## config.mk

```make
export PLATFORM = sky130hd
export DESIGN_NAME = traffic_phase_sequencer
export DESIGN_NICKNAME = d
export VERILOG_FILES = /design/src/rtl/traffic_phase_sequencer.sv
export SDC_FILE = /design/constraint.sdc
export NUM_CORES = 1
export LEC_CHECK = 0
export BUFFER_PORTS_ARGS = -buffer_cell sky130_fd_sc_hd__buf_4
export CAP_MARGIN = 30
export CORE_MARGIN = 1
export CORE_UTILIZATION = 55
export DETAILED_ROUTE_END_ITERATION = 8
export HOLD_SLACK_MARGIN = 0.08
export PLACE_DENSITY = 0.91
export SLEW_MARGIN = 5
export SYNTH_ARGS = -nofsm -noshare
export SYNTH_HDL_FRONTEND = slang
export SYNTH_SLANG_ARGS = --single-unit
```

## constraint.sdc

```tcl
create_clock -name clk30M -period 3 [get_ports clk30M]
set_input_delay 0.15 -clock clk30M [delete_from_list [all_inputs] [get_ports clk30M]]
set_output_delay 0.15 -clock clk30M [all_outputs]
set_load 0.01 [all_outputs]
```

## src/rtl/traffic_phase_sequencer.sv

```systemverilog
// traffic_phase_sequencer: re-times the 1 Hz timebase into clk30M and
// runs a six-phase two-direction traffic light with a per-phase countdown.
module traffic_phase_sequencer #(
  parameter int unsigned GREEN_SEC   = 25,
  parameter int unsigned YELLOW_SEC  = 3,
  parameter int unsigned ALL_RED_SEC = 2,
  parameter int unsigned CNT_W       = 8
) (
  input  logic             clk30M,
  input  logic             Reset,
  input  logic             clk1,
  input  logic             hold,
  output logic [2:0]       ns_light,
  output logic [2:0]       ew_light,
  output logic [CNT_W-1:0] remain,
  output logic             sec_tick
);

  typedef enum logic [2:0] {
    NS_GREEN  = 3'd0,
    NS_YELLOW = 3'd1,
    ALL_RED_A = 3'd2,
    EW_GREEN  = 3'd3,
    EW_YELLOW = 3'd4,
    ALL_RED_B = 3'd5
  } state_e;

  localparam logic [2:0] LAMP_R = 3'b100;
  localparam logic [2:0] LAMP_Y = 3'b010;
  localparam logic [2:0] LAMP_G = 3'b001;

  // A zero duration would stall the countdown, so it is promoted to 1.
  localparam logic [CNT_W-1:0] GREEN_LD =
    (GREEN_SEC == 0) ? CNT_W'(1) : CNT_W'(GREEN_SEC);
  localparam logic [CNT_W-1:0] YELLOW_LD =
    (YELLOW_SEC == 0) ? CNT_W'(1) : CNT_W'(YELLOW_SEC);
  localparam logic [CNT_W-1:0] ALL_RED_LD =
    (ALL_RED_SEC == 0) ? CNT_W'(1) : CNT_W'(ALL_RED_SEC);

  localparam logic [CNT_W-1:0] ONE = CNT_W'(1);

  logic             s1_q, s1_d;
  logic             s2_q, s2_d;
  logic             s3_q, s3_d;
  logic             tick_en;
  logic [2:0]       state_q;
  state_e           state_d;
  logic [CNT_W-1:0] remain_q, remain_d;

  function automatic state_e next_phase(input state_e s);
    state_e n;
    n = ALL_RED_A;
    unique case (s)
      NS_GREEN:  n = NS_YELLOW;
      NS_YELLOW: n = ALL_RED_A;
      ALL_RED_A: n = EW_GREEN;
      EW_GREEN:  n = EW_YELLOW;
      EW_YELLOW: n = ALL_RED_B;
      ALL_RED_B: n = NS_GREEN;
      default:   n = ALL_RED_A;
    endcase
    return n;
  endfunction

  function automatic logic [CNT_W-1:0] phase_len(input state_e s);
    logic [CNT_W-1:0] d;
    d = ALL_RED_LD;
    unique case (s)
      NS_GREEN,
      EW_GREEN:  d = GREEN_LD;
      NS_YELLOW,
      EW_YELLOW: d = YELLOW_LD;
      default:   d = ALL_RED_LD;
    endcase
    return d;
  endfunction

  // Three-stage shift of the slow clock; the last two stages find edges.
  always_comb begin
    s1_d = clk1;
    s2_d = s1_q;
    s3_d = s2_q;
  end

  assign sec_tick = s2_q ^ s3_q;
  assign tick_en  = sec_tick & ~hold;

  // Synchronizer and edge-detect flops.
  always_ff @(posedge clk30M or posedge Reset) begin
    if (Reset) begin
      s1_q <= 1'b0;
      s2_q <= 1'b0;
      s3_q <= 1'b0;
    end else begin
      s1_q <= s1_d;
      s2_q <= s2_d;
      s3_q <= s3_d;
    end
  end

  // Phase advance and countdown; undefined codes fall back to all-red.
  always_comb begin
    state_d  = state_e'(state_q);
    remain_d = remain_q;
    unique case (state_q)
      NS_GREEN,
      NS_YELLOW,
      ALL_RED_A,
      EW_GREEN,
      EW_YELLOW,
      ALL_RED_B: begin
        if (tick_en) begin
          if (remain_q <= ONE) begin
            state_d  = next_phase(state_e'(state_q));
            remain_d = phase_len(state_d);
          end else begin
            remain_d = remain_q - ONE;
          end
        end
      end
      default: begin
        state_d  = ALL_RED_A;
        remain_d = ALL_RED_LD;
      end
    endcase
  end

  // Phase state and countdown registers.
  always_ff @(posedge clk30M or posedge Reset) begin
    if (Reset) begin
      state_q  <= NS_GREEN;
      remain_q <= GREEN_LD;
    end else begin
      state_q  <= state_d;
      remain_q <= remain_d;
    end
  end

  // Lamp decode straight from the state register; unknown codes show red.
  always_comb begin
    ns_light = LAMP_R;
    ew_light = LAMP_R;
    unique case (state_q)
      NS_GREEN:  ns_light = LAMP_G;
      NS_YELLOW: ns_light = LAMP_Y;
      EW_GREEN:  ew_light = LAMP_G;
      EW_YELLOW: ew_light = LAMP_Y;
      default: begin
        ns_light = LAMP_R;
        ew_light = LAMP_R;
      end
    endcase
  end

  assign remain = remain_q;

endmodule

```

# After elaboration in Yosys (flattened, before gate mapping)
# Cells that the tools add are included.
dict set report op_classes {
  add_sub_neg 1
  order_cmp 1
  eq_ne 10
  n_mux 13
  bitwise 3
  reduce_logical 6
}
# cell count
set op_table {}
lappend op_table {{$mux 8} 3}
lappend op_table {{$mux 3} 6}
lappend op_table {{$pmux 3 s5} 1}
lappend op_table {{$pmux 3 s2} 2}
lappend op_table {{$pmux 5 s2} 1}
lappend op_table {{$eq 3x2->1 const B} 3}
lappend op_table {{$eq 3x3->1 const B} 3}
lappend op_table {{$le 8x1->1 const B} 1}
lappend op_table {{$sub 8x1->8 const B} 1}
lappend op_table {{$eq 3x1->1 const B} 2}
lappend op_table {{$logic_not 3->1} 2}
lappend op_table {{$reduce_or 6->1} 1}
lappend op_table {{$ne 2x2->1 const B} 2}
lappend op_table {{$reduce_or 2->1} 2}
lappend op_table {{$reduce_and 2->1} 1}
lappend op_table {{$and 1x1->1} 1}
lappend op_table {{$not 1->1} 1}
lappend op_table {{$xor 1x1->1} 1}
dict set report totals {
  regBits 14
  inputBits 4
}

# Depth between registers and ports, before layout
# Gate-level depths: netlist of run 1.
dict set report depth {
  ltp_word 11
  ltp_mapped 7
}

# Least setup slack after synthesis of run 1
# OpenSTA, ideal clock, no wires.
dict set report synth_timing {
  kind {register to register}
  from {register remain_q[0] (netlist: remain[0])}
  to {register remain_q[2] (netlist: remain[2])}
  setup_time_ps 78
  t_arrival_ps 1936
  required_time_ps 2922
  setup_slack_ps 986
  path_stages_with_launch 8
  synth_period_minus_slack_ps 2014
  cell_sequence {dfstp_2 inv_1 ha_1 or2_1 and3_1 buf_4 or4_1 a21oi_1}
}
dict set report synth_via {
  elab_chain_len 4
  word_cells_on_any_way 5
  cone_classes {add/sub: 1; order compare: 1; mux: 3}
}
# item line_no
set synth_lines {}
lappend synth_lines {{from (decl)} 48} ;# logic [CNT_W-1:0] remain_q, remain_d;
lappend synth_lines {{from (signal assigned)} 135} ;# remain_q <= remain_d;
lappend synth_lines {{$sub 8x1->8 or $le 8x1->1 (tied branches)} {117, 113}}
lappend synth_lines {{$mux 8 (*)} 113} ;# if (remain_q <= ONE) begin
lappend synth_lines {{$mux 8 (*)} 112} ;# if (tick_en) begin
lappend synth_lines {{$mux 8 (*)} 105} ;# unique case (state_q)
# Mark *: on every way between the ends. The rest lies on a longest branch, timed or not. The select of a mux whose other input is x is not followed.
# A chain may end at the register's enable or synchronous reset.

# Final worst setup path of run 1
# Same ends and word-level chain as after synthesis.

==> results of run 1 <==
## worst min path at each step
| stage | startpoint | end | slack [ns] | cells past startpoint |
|---|---|---|---|---|
| after floorplan | Reset | remain[1] | 0.04 | 1 |
| after global placement | Reset | remain[5] | 0.21 | 2 |
| after detailed placement | Reset | s2_q | 0.22 | 2 |
| after CTS | hold | remain[7] | 0.25 | 4 |
| after global routing | hold | remain[5] | 0.28 | 3 |
| final | hold | remain[7] | 0.25 | 4 |
## through the flow
stage	power, W	cells	util, %	worst slack (ns)
4_1_cts	0.0007594	126	74.91	0.9284
3_5_place_dp	0.0006228	120	70.79	0.9677
3_3_place_gp	0.0006133	120	70.79	1.011
5_1_grt	0.0008141	126	74.91	0.7895
6_report	0.0007642	126	74.91	0.9110
2_1_floorplan	0.0004995	92	-	0.9861
## report_power, final
group / internal, W / total [W] / switching, W
combinational: 0.000150 / 0.000306 / 0.000155
clock: 0.0000738 / 0.000134 / 0.0000600
sequential: 0.000249 / 0.000325 / 0.0000755
total: 0.000473 / 0.000764 / 0.000291
## logic make-up (layout without fill, tap and decap cells)
| group | count (synthesis) | count (layout) | synth area share, % |
|---|---|---|---|
| compound gates | 18 | 18 | 14.24 |
| xor+xnor | 2 | 2 | 2.968 |
| fa+ha+maj | 2 | 2 | 2.967 |
| buf+inv | 12 | 31 | 6.676 |
| flops | 14 | 14 | 41.99 |
| mux | 4 | 4 | 4.748 |
| simple gates | 40 | 40 | 26.41 |
## critical path, cell delays in order, from the launching register on
cell and delay (ns):
dfstp_2 0.59, inv_1 0.09, ha_1 0.22, or2_1 0.25, and3_1 0.29, or4_1 0.43
a21oi_1 0.15
## sequential cells by signal (all words and copies together), names as in the netlist
register and count:
s3_q 1, remain 8, s1_q 1, s2_q 1
state_q 3
## cell type report
type / count / area share (%)
Sequential cell: 14 / 34.60
Timing Repair Buffer: 20 / 15.16
Inverter: 7 / 2.567
Multi-Input combinational cell: 66 / 42.30
Tap cell: 15 / 1.834
Clock buffer: 4 / 3.545
## routing by layer
| layer | part of all wire, % | global-route usage [%] |
|---|---|---|
| met1 | 43 | 29.29 |
| met2 | 49 | 39.84 |
| met3 | 5.3 | 4.891 |
| met4 | 2.4 | 13.71 |
| met5 | 0 | 0 |
## cell usage after synthesis (3+ instances only)
master     n
dfrtp_1   11
nor2_1     8
a21oi_1    6
inv_1      5
nand2_1    5
nor3_1     5
mux2i_1    4
nand3_1    4
buf_4      3
dfstp_2    3
nand2b_1   3
## what timing repair did
action	CTS	global route
hold buffers	2	0
endpoints found under the hold margin	12	0
endpoints found under the setup margin	0	0
==> impl_metrics.py, run 1 <==
metrics = {
    "floorplan": {
        "core-area_um2": 1366,
        "width_of_the_die_um": 41.16,
        "fp.dieArea_um2": 1694,
        "chip_height_um": 41.16,
        "std_cell_rows": 13,
        "initial_core_util_pct": 61.72,
        "pin_count": 19,
    },
    "synth": {
        "netlist_area_um2": 843.3,
        "synthTopCellsByArea": "dfrtp_1, dfstp_2, mux2i_1",
        "yosys.area.top_type": "dfrtp_1",
        "post-synth-top-area-fraction_pct": 32.64,
        "synth_cell_type_count": 35,
        "seq_area_frac_synth_pct": 41.99,
        "synth-edff-count": 0,
        "yosys_register_bits": 14,
        "top_reg_cell_synth": "dfrtp_1",
        "async_flop_share_pct": 100.0,
        "syn_inst": 92,
        "synthesis.area_per_instance_um2": 9.166,
        "syn-num-nets": 98,
        "synth_warnings": 0,
    },
    "clocking": {
        "clock-sinks": 14,
        "cts_tree": "done",
        "tritoncts.num_buffers": 3,
        "clk-insertion-delay-late_ns": 0.28,
        "cts_resized": 0,
        "postCtsSetupBuffers": 0,
        "clk_pin_slew_ns": 0.09,
        "clock-root-buffer": "clkbuf_4",
        "cts_max_path_buffers": 2,
        "clock_tree.htree_level_count": 1,
    },
    "pwr": {
        "powerDensity_nw_per_um2": 746.7,
        "power_leakage_nw": 0.4500,
        "vdd_drop_max_mv": 0.4047,
    },
    "timing": {
        "fin_skew_ns": 0.01058,
        "final.hold.worst_slack_ns": 0.2499,
        "timing_hold_violations_final": 0,
        "final_min_period_over_clock_period_pct": 69.63,
        "setup_viol": 0,
        "max_freq_ghz": 0.4787,
        "rsz_0062_raised_after_global_routing": "no",
        "layout_min_cycle_time_ns": 2.089,
        "maxSlewViolCount": 0,
        "slew_headroom_pct": 59.42,
        "max_slew.worst_pin.slew_ns": 0.6064,
        "finalSetupTns_ns": 0,
    },
    "critical_path": {
        "timing.setup.critical_path_class": "register to register",
        "reg2reg_from": "remain[0]",
        "worst-endpoint-required_ns": 3.21,
        "cp-end-kind": "register",
        "r2r_cells": 6,
        "worstPathMaxFanout": 9,
        "critPathCapture": "remain[2]",
        "cp.arrival_ns": 2.30,
        "ff2ff_setup_slack_ns": 0.91,
        "timing.rr.end": "remain[2]",
        "timing.critical_path.from": "remain[0]",
        "crit_path_start_kind": "register",
    },
    "grt": {
        "overflow": 0,
        "grt_overall_usage_pct": 24.29,
        "vias_in_the_first_global_route": 642,
        "number_of_antenna_violations_at_the_first_check_in_global_routing": 0,
        "grt_start_max_net_pins": 15,
        "wire_length_of_the_first_global_routing_pass_mm": 2.670,
    },
    "place": {
        "detailedPlacementHpwl_mm": 1.259,
        "place_congestion": 0.8121,
        "port_buffers": 18,
        "placed_area_um2": 967.2,
    },
    "routing": {
        "routedWlPerCell_um": 14.40,
        "detailroute.via_count": 782,
        "detailedRoute.firstPassIterationCount": 4,
        "remaining_drc_errors": 0,
        "totalWireLength_mm": 1.814,
        "drt_iter0_markers": 30,
        "ant_nets": 0,
        "post_drt_via_cell_ratio": 6.206,
    },
    "layout": {
        "mostFrequentLayoutCell": "buf_4",
        "drive_above_1_share_pct": 27.93,
        "fin_area_um2": 1023,
        "area_growth_syn_to_layout_pct": 21.36,
        "antenna-diode-count": 0,
        "fill_cells": 108,
        "combined_flip_flop_and_latch_cell_area_um2": 354.1,
        "layout_common_cells": "buf_4, dfrtp_1, nor2_1",
        "multi_input_area_um2": 432.9,
        "finish.net_count": 118,
    },
    "job": {
        "cap_violations": 0,
    },
    "hold_path": {
        "holdCritPathClass": "input port to register",
    },
    "outcome": {
        "outcome": "completed",
    },
}
(Power assumes the default switching activity.)
==> run 2, diff against run 1 <==
Settings changed: CORE_UTILIZATION 55 to 51, PLACE_DENSITY 0.91 to 0.86.
Clock period 3 ns to 2.1 ns, I/O delays scaled along.
==> run 2 against run 1 <==
  * First-iteration DRC count decreased by 47%
  * Worst setup slack got worse by 0.81 ns
  * Count of clock-buffer cells in the layout stayed put
  * Hold slack got worse by 0.042 ns
  * Non-clock buffer count up 2
  * Total power is 46% higher
  * Die area up 7.5%
  * Fmax grew 4.7%
  * Register-to-register slack got worse by 0.81 ns
  * Sequential share of layout area is 0.70 points lower
  * Critical path type unchanged
  * Critical endpoint unchanged
  * Highest routed layer unchanged
==> impl_metrics.py, run 2 (synthesis gave the netlist of run 1 again) <==
metrics = {
    "routing": {
        "totalWireLength_mm": 1.859,
        "detailroute.via_count": 763,
        "remaining_drc_errors": 0,
        "post_drt_via_cell_ratio": 5.915,
        "drt_iter0_markers": 16,
        "routedWlPerCell_um": 14.41,
        "detailedRoute.firstPassIterationCount": 4,
        "ant_nets": 0,
    },
    "clocking": {
        "clk_pin_slew_ns": 0.09,
        "cts_max_path_buffers": 2,
        "postCtsSetupBuffers": 0,
        "clk-insertion-delay-late_ns": 0.29,
        "tritoncts.num_buffers": 3,
        "clock-root-buffer": "clkbuf_4",
        "clock-sinks": 14,
        "cts_tree": "done",
        "clock_tree.htree_level_count": 1,
    },
    "timing": {
        "max_freq_ghz": 0.5010,
        "layout_min_cycle_time_ns": 1.996,
        "final.hold.worst_slack_ns": 0.2082,
        "setup_viol": 0,
        "fin_skew_ns": 0.007026,
        "timing_hold_violations_final": 0,
        "rsz_0062_raised_after_global_routing": "no",
        "slew_headroom_pct": 58.69,
        "max_slew.worst_pin.slew_ns": 0.6174,
        "maxSlewViolCount": 0,
        "final_min_period_over_clock_period_pct": 95.05,
        "finalSetupTns_ns": 0,
    },
    "place": {
        "detailedPlacementHpwl_mm": 1.351,
        "placed_area_um2": 983.4,
        "place_congestion": 0.8358,
        "place_inst": 123,
        "port_buffers": 18,
    },
    "floorplan": {
        "core-area_um2": 1524,
        "pin_count": 19,
        "width_of_the_die_um": 42.67,
        "initial_core_util_pct": 55.34,
        "fp.dieArea_um2": 1820,
        "chip_height_um": 42.67,
        "std_cell_rows": 14,
    },
    "grt": {
        "grt_overall_usage_pct": 22.54,
        "vias_in_the_first_global_route": 680,
        "wire_length_of_the_first_global_routing_pass_mm": 3.001,
        "overflow": 0,
        "grt_start_max_net_pins": 15,
        "number_of_antenna_violations_at_the_first_check_in_global_routing": 0,
    },
    "pwr": {
        "p_seq_share_pct": 40.4,
        "powerDensity_nw_per_um2": 1070,
        "total_internal_power_w": 0.0006922,
        "power_leakage_nw": 0.4585,
        "clkPwrFrac_pct": 17.5,
        "switching_share_pct": 38.10,
        "vdd_drop_max_mv": 0.6957,
        "power_dissipated_by_switching_net_loads_w": 0.0004260,
        "p_comb_share_pct": 42.1,
    },
    "layout": {
        "layoutNonFillerInstCount": 129,
        "fin_area_um2": 1045,
        "antenna-diode-count": 0,
        "layout_common_cells": "buf_4, dfrtp_1, nor2_1",
        "post-route-util_pct": 68.55,
        "mostFrequentLayoutCell": "buf_4",
        "drive_above_1_share_pct": 30.09,
        "finish.net_count": 120,
        "area_growth_syn_to_layout_pct": 23.89,
        "largest_register_ff_count": 8,
    },
    "hold_path": {
        "whs_path_depth": 3,
        "timing.hold.worst_endpoint": "remain[5]",
        "holdCritStartpoint": "hold",
        "holdCritPathClass": "input port to register",
    },
    "critical_path": {
        "worst_path_max_delay_cell": "dfstp_2",
        "worst-endpoint-required_ns": 2.32,
        "timing.setup.critical_path_class": "register to register",
        "cp-end-kind": "register",
        "worstPathMaxFanout": 6,
        "reg2reg_from": "remain[0]",
        "critPathMaxStageDelay_ns": 0.58,
        "ff2ff_setup_slack_ns": 0.10,
        "gate_family_responsible_for_the_most_delay_along_the_worst_path": "simple AND/OR/NAND/NOR gates",
        "cp_cell_sequence": "inv_1 -> ha_1 -> or2_1 -> and3_4 -> or4_1 -> a21oi_1",
        "path_depth": 6,
        "r2r_cells": 6,
        "critPathBufInv": 1,
        "crit_path_start_kind": "register",
        "timing.rr.end": "remain[2]",
        "cp.arrival_ns": 2.21,
    },
    "job": {
        "cap_violations": 0,
    },
    "outcome": {
        "outcome": "completed",
    },
}
run 2: changes by cell type in the layout (fill, tap and decap cells not counted), sizes merged:
cell	previous run	this run
buf	18	20
run 2: metrics by stage:
step / worst slack (ns) / total power, W
after CTS: 0.06160 / 0.001112
after global placement: 0.1543 / 0.0008970
after detailed placement: 0.09676 / 0.0009152
after global routing: 0.02612 / 0.001192
after floorplan: 0.08607 / 0.0007135
final: 0.1038 / 0.001118
run 2: timing repair:
| item | CTS | global route |
|---|---|---|
| endpoints found under the setup margin | 0 | 1 |
| hold buffers | 2 | 0 |
| hold endpoints to repair | 12 | 0 |
| resized for setup | 0 | 2 |
run 2: worst register-to-register path, delay by kind of cell (launching register included):
| family | cells | cell delay, ns |
|---|---|---|
| AOI/OAI and AO/OA | 1 | 0.16 |
| and+or+nand+nor | 3 | 0.87 |
| adders and majority gates | 1 | 0.24 |
| buffers and inverters | 1 | 0.10 |
| DFF | 1 | 0.58 |
run 2: power groups by stage:
| stage | Sequential (W) | Combinational [W] | Clock [W] |
|---|---|---|---|
| finish | 0.000451 | 0.000471 | 0.000196 |
| global route | 0.000466 | 0.000517 | 0.000209 |
| CTS | 0.000451 | 0.000466 | 0.000195 |
| detailed placement | 0.000457 | 0.000459 | 0 |
| global placement | 0.000451 | 0.000446 | 0 |
| floorplan | 0.000473 | 0.000240 | 0 |
run 2: cell type report:
cell class                      count  area [µm²]
Tap cell                           16       20.02
Fill cell                         130       479.2
Multi-Input combinational cell     66       437.9
Sequential cell                    14       354.1
Clock buffer                        4       36.28
Inverter                            7       26.28
Timing Repair Buffer               22       170.2
run 2: how the worst max path moves through the flow:
stage	from	end	slack [ns]
after floorplan	remain[0]	remain[2]	0.09
after global placement	remain[0]	remain[2]	0.15
after detailed placement	remain[0]	remain[2]	0.1
after CTS	remain[0]	remain[2]	0.06
after global routing	remain[0]	remain[2]	0.03
final	remain[0]	remain[2]	0.10
run 2: per-layer routing:
metal	track usage [%]	vias to the layer above	wire length [µm]	part of all wire, %
met5	0	-	0	0
met1	27.55	365	802	43
li1	-	372	-	-
met2	36.67	22	923	50
met4	15.00	0	53	2.9
met3	2.979	4	80	4.3
